--- src/rtl/display_timer.sv ---
// display_timer
// Four-digit multiplexed seven-segment driver for the irrigation countdown.
// Scans a common-anode display as MM.SS, blanks a leading zero in the
// tens-of-minutes digit and blinks the whole display while the countdown
// finished flag is high. All outputs are registered; the digit values are
// captured once per scan frame so a frame never mixes old and new digits.
//
// Ports:
//   clock  - system clock
//   reset  - asynchronous reset, active low
//   Us     - unit-of-seconds digit (BCD)
//   Ds     - tens-of-seconds digit (BCD)
//   Um     - unit-of-minutes digit (BCD)
//   Dm     - tens-of-minutes digit (BCD)
//   fim    - countdown finished (level), enables blinking
//   ativo  - display enable; low keeps the display dark
//   an     - digit enables, active low (an[0]=Us ... an[3]=Dm)
//   seg    - segments gfedcba, active low
//   dp     - decimal point, active low (lit between minutes and seconds)
module display_timer #(
  parameter int SCAN_DIV    = 50000,
  parameter int BLINK_SCANS = 100
) (
  input  logic       clock,
  input  logic       reset,
  input  logic [3:0] Us,
  input  logic [3:0] Ds,
  input  logic [3:0] Um,
  input  logic [3:0] Dm,
  input  logic       fim,
  input  logic       ativo,
  output logic [3:0] an,
  output logic [6:0] seg,
  output logic       dp
);

  localparam int PW = (SCAN_DIV > 2) ? $clog2(SCAN_DIV) : 1;
  localparam int BW = $clog2(BLINK_SCANS + 1);

  localparam logic [PW-1:0] PRE_LAST   = PW'(SCAN_DIV - 1);
  localparam logic [PW-1:0] PRE_ONE    = PW'(1);
  localparam logic [BW-1:0] BLINK_LAST = BW'(BLINK_SCANS - 1);
  localparam logic [BW-1:0] BLINK_ONE  = BW'(1);

  typedef enum logic {
    PH_ON,
    PH_OFF
  } phase_t;

  typedef enum logic [1:0] {
    DARK,
    SHOW,
    BLINK_ON,
    BLINK_OFF
  } mode_t;

  logic [PW-1:0] pre_cnt;
  logic          tick;
  logic [1:0]    idx;
  logic [1:0]    next_idx;
  logic [3:0]    snap_ds;
  logic [3:0]    snap_um;
  logic [3:0]    snap_dm;
  logic [BW-1:0] blink_cnt;
  logic [BW-1:0] blink_next;
  phase_t        phase;
  phase_t        phase_next;
  mode_t         mode;
  logic [3:0]    digit;
  logic [3:0]    an_d;
  logic [6:0]    seg_d;
  logic          dp_d;

  function automatic logic [6:0] seg_decode(input logic [3:0] v);
    case (v)
      4'd0:    seg_decode = 7'b1000000;
      4'd1:    seg_decode = 7'b1111001;
      4'd2:    seg_decode = 7'b0100100;
      4'd3:    seg_decode = 7'b0110000;
      4'd4:    seg_decode = 7'b0011001;
      4'd5:    seg_decode = 7'b0010010;
      4'd6:    seg_decode = 7'b0000010;
      4'd7:    seg_decode = 7'b1111000;
      4'd8:    seg_decode = 7'b0000000;
      4'd9:    seg_decode = 7'b0010000;
      default: seg_decode = 7'b0111111;
    endcase
  endfunction

  assign tick     = (pre_cnt == PRE_LAST);
  assign next_idx = idx + 2'd1;

  // Free-running prescaler, slot index and per-frame digit snapshot. These
  // keep running while the display is disabled so re-enabling does not
  // restart the scan.
  always_ff @(posedge clock or negedge reset) begin
    if (!reset) begin
      pre_cnt <= '0;
      idx     <= 2'd0;
      snap_ds <= 4'd0;
      snap_um <= 4'd0;
      snap_dm <= 4'd0;
    end else begin
      pre_cnt <= tick ? '0 : pre_cnt + PRE_ONE;
      if (tick) begin
        idx <= next_idx;
        if (idx == 2'd3) begin
          snap_ds <= Ds;
          snap_um <= Um;
          snap_dm <= Dm;
        end
      end
    end
  end

  // Blink phase state register.
  always_ff @(posedge clock or negedge reset) begin
    if (!reset) begin
      phase     <= PH_ON;
      blink_cnt <= '0;
    end else begin
      phase     <= phase_next;
      blink_cnt <= blink_next;
    end
  end

  // Blink next-state: counts slot ticks only while fim is high and flips
  // the phase at the terminal count; with fim low it is parked at phase on.
  always_comb begin
    phase_next = phase;
    blink_next = blink_cnt;
    if (!fim) begin
      phase_next = PH_ON;
      blink_next = '0;
    end else if (tick) begin
      if (blink_cnt == BLINK_LAST) begin
        blink_next = '0;
        phase_next = (phase == PH_ON) ? PH_OFF : PH_ON;
      end else begin
        blink_next = blink_cnt + BLINK_ONE;
      end
    end
  end

  // Display mode; the current (pre-toggle) phase is what the next output
  // load uses, so a blink half-period spans exactly BLINK_SCANS slots.
  always_comb begin
    mode = SHOW;
    if (!ativo) begin
      mode = DARK;
    end else if (fim) begin
      mode = (phase == PH_ON) ? BLINK_ON : BLINK_OFF;
    end
  end

  // Slot 0 of a new frame is loaded on the same edge that takes the
  // snapshot, so it must read Us live; other slots read the snapshot.
  always_comb begin
    digit = Us;
    case (next_idx)
      2'd0:    digit = Us;
      2'd1:    digit = snap_ds;
      2'd2:    digit = snap_um;
      default: digit = snap_dm;
    endcase
  end

  always_comb begin
    an_d  = ~(4'b0001 << next_idx);
    seg_d = seg_decode(digit);
    dp_d  = (next_idx != 2'd2);
    if ((next_idx == 2'd3) && (digit == 4'd0)) begin
      seg_d = 7'b1111111;
    end
    if (mode == BLINK_OFF) begin
      an_d = 4'b1111;
    end
  end

  // Output registers load once per slot; disabling the display blanks them
  // on the very next edge rather than waiting for a tick.
  always_ff @(posedge clock or negedge reset) begin
    if (!reset) begin
      an  <= 4'b1111;
      seg <= 7'b1111111;
      dp  <= 1'b1;
    end else if (mode == DARK) begin
      an  <= 4'b1111;
      seg <= 7'b1111111;
      dp  <= 1'b1;
    end else if (tick) begin
      an  <= an_d;
      seg <= seg_d;
      dp  <= dp_d;
    end
  end

endmodule

--- config.mk ---
export PLATFORM = sky130hd
export DESIGN_NAME = display_timer
export DESIGN_NICKNAME = d
export VERILOG_FILES = /design/src/rtl/display_timer.sv
export SDC_FILE = /design/constraint.sdc
export NUM_CORES = 1
export LEC_CHECK = 0
export ABC_AREA = 1
export ABC_CLOCK_PERIOD_IN_PS = 2600
export BUFFER_PORTS_ARGS = -buffer_cell sky130_fd_sc_hd__buf_4
export CORE_MARGIN = 10
export CORE_UTILIZATION = 58
export CTS_CLUSTER_SIZE = 14
export DETAILED_ROUTE_END_ITERATION = 10
export PLACE_DENSITY_LB_ADDON = 0.08
export SLEW_MARGIN = 20
export SYNTH_ARGS = -nofsm -noshare
export SYNTH_HDL_FRONTEND = slang
export SYNTH_SLANG_ARGS = --single-unit
--- constraint.sdc ---
create_clock -name clock -period 2.6 [get_ports clock]
set_input_delay 0.26 -clock clock [delete_from_list [all_inputs] [get_ports clock]]
set_output_delay 0.26 -clock clock [all_outputs]
set_load 0.01 [all_outputs]
==> run metrics, run 1 <==
Initial Util=0.602; final setup vio count=0; Synth-to-Final Area Change=13.5%; Die W=87.5 microns; final layout net count=393; P_int=1020 uW; first-pass GRT wire length=9690 microns; gr busiest metal=met2; Syn Nets=359; GPL Wtd Cong=0.872; data required time of the worst path=2830 ps; Largest delay share family, worst path=simple AND/OR/NAND/NOR gates; IO buf count=31; Total Routing Usage GR=0.154; Peak Freq=0.472 GHz; FP Rows=24; CP bufs+invs=2; worst slew pin tran=slightly above 600 ps; clock share of power=0.356; setup TNS=0 ps; Num CTS Buffers=5; post-synthesis sequential area ratio=0.479; Vias per Instance=5.12; Synth top area share=0.360; Worst VDD drop=0.391 mV; pwr dens=433 nW/um^2; leading area contributor after synthesis=dfrtp_1; I/O Pins=32; count of TritonRoute iterations in the first routing pass=5; number of flops mapped to enable cells by yosys=0; Core ar.=4380 sq um; YS warnings=0; pin count of the biggest net entering global routing=51; met2 usage=0.245; Max Buffers Root-to-Sink=2; Max-Cap Viols=0; GRT overflow=0; RSZ-0062 raised after global routing=no; r2r endpoint=seg[0]; Hold EP=snap_um[1]; Worst Path Arrival=approximately 2400 ps; wire length per cell=roughly 13 microns; Yosys reg bits=50; area occupied by registers=~1300 sq um; clock sinks=50; commonest cells in the netlist=96 x nand2_1, 41 x nor2_1, 38 x dfrtp_1; Final Hold Viols=0; Die Area=~7700 sq um; vias=between 2000 and 2500; Max stage delay on crit path=410 ps; post-synthesis instance area=2640 sq um; most used cell, CP=nand2_1; diode count=0; switching fraction of total power=0.215; period utilization=0.815; grt met3 use=0.0365; Main synth FF type=dfrtp_1; drt initial violations=83; H-tree Lvls=2; Clock transition at path regs=~90 ps; Yosys cell types=36; post-layout min period=roughly 2100 ps; Slew Viols, Final=0; pre-CTS setup slack=~500 ps; top-count cell post-synth=nand2_1; R2R setup slack=480 ps; R2R depth=12; met1 Usage GRT=0.195; ANT nets after route=0; sequential power share=0.603; Routed WL=5440 microns; Multi-input gate area=1170 sq um; syn avg cell area=8.00 sq um; Post-synth ARST share=1.00; Synth area leaders=dfrtp_1 36%, nand2_1 14%, dfstp_2 12%; vias in the first global route=2191; endpoint type of the worst setup path=register; Gate power share=0.041; CP Max Fanout=6; CP startpoint kind=register; CTS tree=done; WHS Path Cells=3; Lkg Pwr=0.00153 uW; critical path cell sequence=inv_1 -> ha_1 -> nand2_1 -> nand2_1 -> nor2_1 -> nor2_1 -> inv_1 -> ha_1 -> nand2_1 -> nand4_1 -> nor2_2 -> a21oi_1; Hold Startpoint=Um[1]; share of cells above drive strength 1=0.178; cell count after synthesis=330; initial antenna violation count=0; DRC=0; PnR worst setup slack=~480 ps; Slew Limit Headroom=0.592; HPWL Detailed=between 4000 and 5000 microns; Filler cells=~380; hold crit path type=in -> reg; Worst-Skew Late Latency=300 ps; status=complete, no violations; die height=87.5 microns; Crit-path slowest cell=dfrtp_1; WS Path Type=reg -> reg; Psw=around 280 uW; Reg-to-Reg Start=idx[1]; Clock Skew=between 10 and 15 ps; clock root buffer=clkbuf_8
[area by class of cell]
class,instances,share of cell area
Clock buffer,7,0.0288
Clock inverter,1,0.00167
Inverter,41,0.0526
Multi-Input combinational cell,234,0.392
Sequential cell,50,0.422
Tap cell,52,0.0217
Timing Repair Buffer,32,0.0810
[tightest hold or removal path, cell delays in order]
cell     delay, ps
buf_4           80
nand2_1         40
nand2_1         40
[repair_timing]
item / CTS / global route
endpoints found under the hold margin: 16 / 0
resized for setup: 0 / 0
buffers inserted: 0 / 0
hold buffers: 1 / 0
[metal layers]
metal / vias up / wire (microns)
met5: - / 0
met3: 5 / 218
met4: 0 / 49
li1: 1112 / -
met2: 44 / 2630
met1: 976 / 2550
[registers in the layout, indices dropped and copies added, names as in the netlist]
signal     flops
phase          1
snap_dm        4
snap_ds        4
dp             1
seg            7
pre_cnt       16
idx            2
snap_um        4
blink_cnt      7
an             4
[power by group through the flow]
| stage | sequential [uW] | clock [uW] | combinational, uW |
|---|---|---|---|
| after global placement | 796 | 0 | 54.0 |
| after detailed placement | 797 | 0 | 54.3 |
| final | 782 | 462 | 53.9 |
| after global routing | 783 | 507 | 61.0 |
| after floorplan | 796 | 0 | 14.7 |
| after CTS | 782 | 472 | 55.7 |
[worst max path at each step]
stage	to	from	slack (ps)	cells after the start
2_1_floorplan	seg[0]	idx[0]	770	12
3_3_place_gp	seg[2]	idx[1]	620	12
3_5_place_dp	seg[0]	idx[0]	500	12
4_1_cts	seg[0]	idx[1]	490	12
5_1_grt	seg[1]	idx[1]	250	14
6_report	seg[0]	idx[1]	480	12
[kinds of logic after synthesis]
logic type | share of synthesized area
AND/OR/NAND/NOR | 0.299
flip-flops | 0.479
buffers and inverters | 0.0758
AO/OA/AOI/OAI | 0.0696
XOR/XNOR | 0.0332
adder cells (fa/ha/maj) | 0.0426
[through the flow]
stage                      util  total power, uW  hold slack [ps]  instances  area (sq um)
final                     0.684             1300              150        417          3000
after global routing      0.684             1350              147        417          3000
after CTS                 0.684             1310              144        417          3000
after detailed placement  0.661              851              320        408          2900
after global placement    0.661              850              317        408          2900
after floorplan               -              811            -35.6        330          2640
[layout by cell type, fill, tap and decap left out, types with 10 or more instances in the layout]
cell	count
buf_4	31
dfrtp_1	38
dfstp_2	12
inv_1	37
nand2_1	96
nand3_1	14
nor2_1	41
o21ai_0	12
xor2_1	10
No activity file was read; power rests on OpenSTA's default activity.
==> run 2, diff against run 1 <==
--- a/config.mk
+++ b/config.mk
@@ -5,8 +5,8 @@
 export SDC_FILE = /design/constraint.sdc
 export NUM_CORES = 1
 export LEC_CHECK = 0
-export ABC_AREA = 1
-export ABC_CLOCK_PERIOD_IN_PS = 2600
+export ABC_AREA = 0
+export ABC_CLOCK_PERIOD_IN_PS = 2200
 export BUFFER_PORTS_ARGS = -buffer_cell sky130_fd_sc_hd__buf_4
 export CORE_MARGIN = 10
 export CORE_UTILIZATION = 58
==> constraint.sdc (replaced) <==
create_clock -name clock -period 2.2 [get_ports clock]
set_input_delay 0.22 -clock clock [delete_from_list [all_inputs] [get_ports clock]]
set_output_delay 0.22 -clock clock [all_outputs]
set_load 0.01 [all_outputs]
==> run 2 against run 1 <==
  * The flow now finishes with violations (negative setup slack)
  * Utilization is 4.2 points higher
  * Clock-buffer cell count rose by 1
  * Critical path depth decreased by 5
  * Wire length up 4.3%
  * Global-route usage down 0.46 points
  * Clock power is 34% higher
  * Via count is 9.6% lower
  * Area after synthesis up 0.38%
  * Die area grew 0.30%
  * Critical path type unchanged
==> run metrics, run 2 <==
pwr dens=529 nW/um^2 (was 433 nW/um^2); endpoint type of the worst setup path=register (unchanged); DR WL met3=282 microns (was 218 microns); vias in the first global route=1935 (was 2191); PnR worst setup slack=-23.9 ps (was 481 ps); Max Used Layer=met4 (unchanged); WS Path Type=reg -> reg (unchanged); Synth area leaders=dfrtp_1 36%, dfstp_2 12%, mux2_4 5.7% (was dfrtp_1 36%, nand2_1 14%, dfstp_2 12%); GPL Wtd Cong=0.848 (was 0.872); Clock Skew=5.85 ps (was 10.2 ps); WHS Path Cells=2 (was 3); Routed WL=5670 microns (was 5440 microns); Worst VDD drop=0.500 mV (was 0.391 mV); Largest regs=pre_cnt (16), blink_cnt (7), seg (7) (unchanged); largest register by flop count=pre_cnt (unchanged); YS warnings=0 (unchanged); Yosys cell types=48 (was 36); Max-Cap Viols=0 (unchanged); Synth top area share=0.359 (was 0.360); failing checks=negative setup slack; final layout net count=312 (was 393); CP startpoint kind=register (unchanged); Util after Layout=0.726 (was 0.684); Max stage delay on crit path=480 ps (was 410 ps); post-synthesis instance area=2650 sq um (was 2640 sq um); most common cell after layout, fill and taps aside=buf_4 (was nand2_1); data required time of the worst path=2430 ps (was 2830 ps); status=finished with violations (was complete, no violations); Yosys reg bits=50 (unchanged); wire length per cell=16.9 microns (was 13.0 microns); Main synth FF type=dfrtp_1 (unchanged); Lkg Pwr=0.00144 uW (was 0.00153 uW); period utilization=1.01 (was 0.815); number of flip-flops in the largest register=16 (unchanged); vias=1932 (was 2137); Met2 Wirelength=2610 microns (was 2630 microns); Initial Util=0.605 (was 0.602); CP bufs+invs=1 (was 2); Post-DP Area=2930 sq um (was 2900 sq um); die height=87.6 microns (was 87.5 microns); first-pass GRT wire length=9350 microns (was 9690 microns); initial antenna violation count=0 (unchanged); Slew Viols, Final=0 (unchanged); Clock transition at path regs=90 ps (about the same); top-count cell post-synth=dfrtp_1 (was nand2_1); leading area contributor after synthesis=dfrtp_1 (unchanged); CP Max Fanout=5 (was 6); Vias per Instance=5.75 (was 5.12); Syn Nets=272 (was 359); Finished Layout Cells=336 (was 417); H-tree Lvls=2 (unchanged); R2R setup slack=-20 ps (was 480 ps); Die Area=7680 sq um (was 7650 sq um); Post-synth ARST share=1.00 (unchanged); Max Buffers Root-to-Sink=2 (unchanged); diode count=0 (unchanged); post-placement cell count=322 (was 408); ANT nets after route=0 (unchanged); commonest cells in the netlist=38 x dfrtp_1, 20 x nor2_1, 17 x nand2_1 (was 96 x nand2_1, 41 x nor2_1, 38 x dfrtp_1); Metal-1 WL=2720 microns (was 2550 microns); Reg-to-Reg Start=idx[1] (unchanged); share of cells above drive strength 1=0.366 (was 0.178); final std cell area, no fill=3180 sq um (was 3000 sq um); R2R depth=7 (was 12); Total Routing Usage GR=0.149 (was 0.154); critical path cell sequence=inv_2 -> ha_4 -> a222oi_1 -> mux2i_2 -> ha_1 -> a221o_1 -> a31oi_1 (was inv_1 -> ha_1 -> nand2_1 -> nand2_1 -> nor2_1 -> nor2_1 -> inv_1 -> ha_1 -> nand2_1 -> nand4_1 -> nor2_2 -> a21oi_1); FP Rows=24 (unchanged); Core ar.=4380 sq um (unchanged); HPWL Detailed=3910 microns (was 4110 microns); r2r endpoint=seg[4] (was seg[0]); number of flops mapped to enable cells by yosys=0 (unchanged); Slew Limit Headroom=0.585 (was 0.592); clock sinks=50 (unchanged); clock root buffer=clkbuf_8 (unchanged); worst slew pin tran=622 ps (was 612 ps); final setup vio count=1 (was 0); Worst-Skew Late Latency=300 ps (about the same); Peak Freq=0.450 GHz (was 0.472 GHz); post-synthesis sequential area ratio=0.478 (was 0.479); RSZ-0062 raised after global routing=yes (was no); hold crit path type=in -> reg (unchanged); Largest delay share family, worst path=compound AO/OA/AOI/OAI gates (was simple AND/OR/NAND/NOR gates); Final Hold Viols=0 (unchanged); post-layout min period=2220 ps (was 2120 ps); Die W=87.6 microns (was 87.5 microns); Crit-path slowest cell=a222oi_1 (was dfrtp_1); Synth-to-Final Area Change=20.0% (was 13.5%); pin count of the biggest net entering global routing=51 (unchanged); I/O Pins=32 (unchanged); GRT overflow=0 (unchanged); Hold EP=snap_ds[1] (was snap_um[1]); DRC=0 (unchanged); CTS tree=done (unchanged); syn avg cell area=10.9 sq um (was 8.00 sq um); Worst Path Arrival=2450 ps (was 2350 ps); cell count after synthesis=243 (was 330); IO buf count=31 (unchanged); count of TritonRoute iterations in the first routing pass=4 (was 5); drt initial violations=112 (was 83); most frequent cells in the layout=43 x buf_4, 37 x dfrtp_1, 20 x nor2_1 (was 96 x nand2_1, 41 x nor2_1, 38 x dfrtp_1); Num CTS Buffers=5 (unchanged); Hold Startpoint=Ds[1] (was Um[1])
-- run 2: cell types whose count changed after synthesis, sizes merged, moves of 8 or more --
cell,before,now
nor2,44,20
mux2,0,16
o211ai,0,8
xnor2,0,10
and2,0,8
nand2,101,19
inv,40,11
-- run 2: kinds of logic after synthesis --
| group | after synthesis | share of synthesized area |
|---|---|---|
| AOI/OAI and AO/OA | 38 | 0.104 |
| buffers and inverters | 22 | 0.0415 |
| muxes | 17 | 0.0859 |
| and+or+nand+nor | 91 | 0.196 |
| adders and majority gates | 9 | 0.0425 |
| DFF | 50 | 0.478 |
| xor gates and xnor gates | 16 | 0.0529 |
-- run 2: where the power goes --
group | internal [uW] | switching, uW
clock network | 318 | 303
logic | 65.2 | 57.9
registers | 931 | 9.69
-- run 2: metal layers --
layer	GRT usage	vias up
met5	0	-
met2	0.221	34
met1	0.207	949
met4	0.0391	0
met3	0.0455	5
li1	-	944
-- run 2: worst max-delay path by stage --
stage | from | to | slack [ps] | cells past startpoint
2_1_floorplan | idx[0] | seg[1] | 120 | 7
3_3_place_gp | idx[0] | seg[6] | 60 | 9
3_5_place_dp | idx[0] | seg[6] | -30 | 9
4_1_cts | idx[0] | seg[6] | 20 | 8
5_1_grt | idx[1] | seg[0] | -120 | 10
6_report | idx[1] | seg[4] | -20 | 7
-- run 2: through the flow --
step	setup TNS (ps)	hold slack [ps]	total power, uW	worst slack [ps]
finish	-23.9	140	1680	-23.9
detailed placement	-35.9	280	1060	-34.8
global placement	0	274	1060	64.0
global route	-742	129	1750	-125
CTS	0	140	1670	16.6
floorplan	0	-75.6	1000	118
-- run 2: area by class of cell --
type                            instances  area [sq um]
Timing Repair Buffer                   44           333
Fill cell                             315          1200
Inverter                               11          43.8
Clock buffer                            8           110
Multi-Input combinational cell        171          1360
Sequential cell                        50          1270
Tap cell                               52          65.1
-- run 2: what timing repair did --
action,in CTS,in global routing
hold endpoints to repair,38,0
hold buffers,1,0
setup endpoints to repair,6,7
gates resized for setup,3,19
pin swaps,3,13
cloned,0,0
buffers inserted,0,5
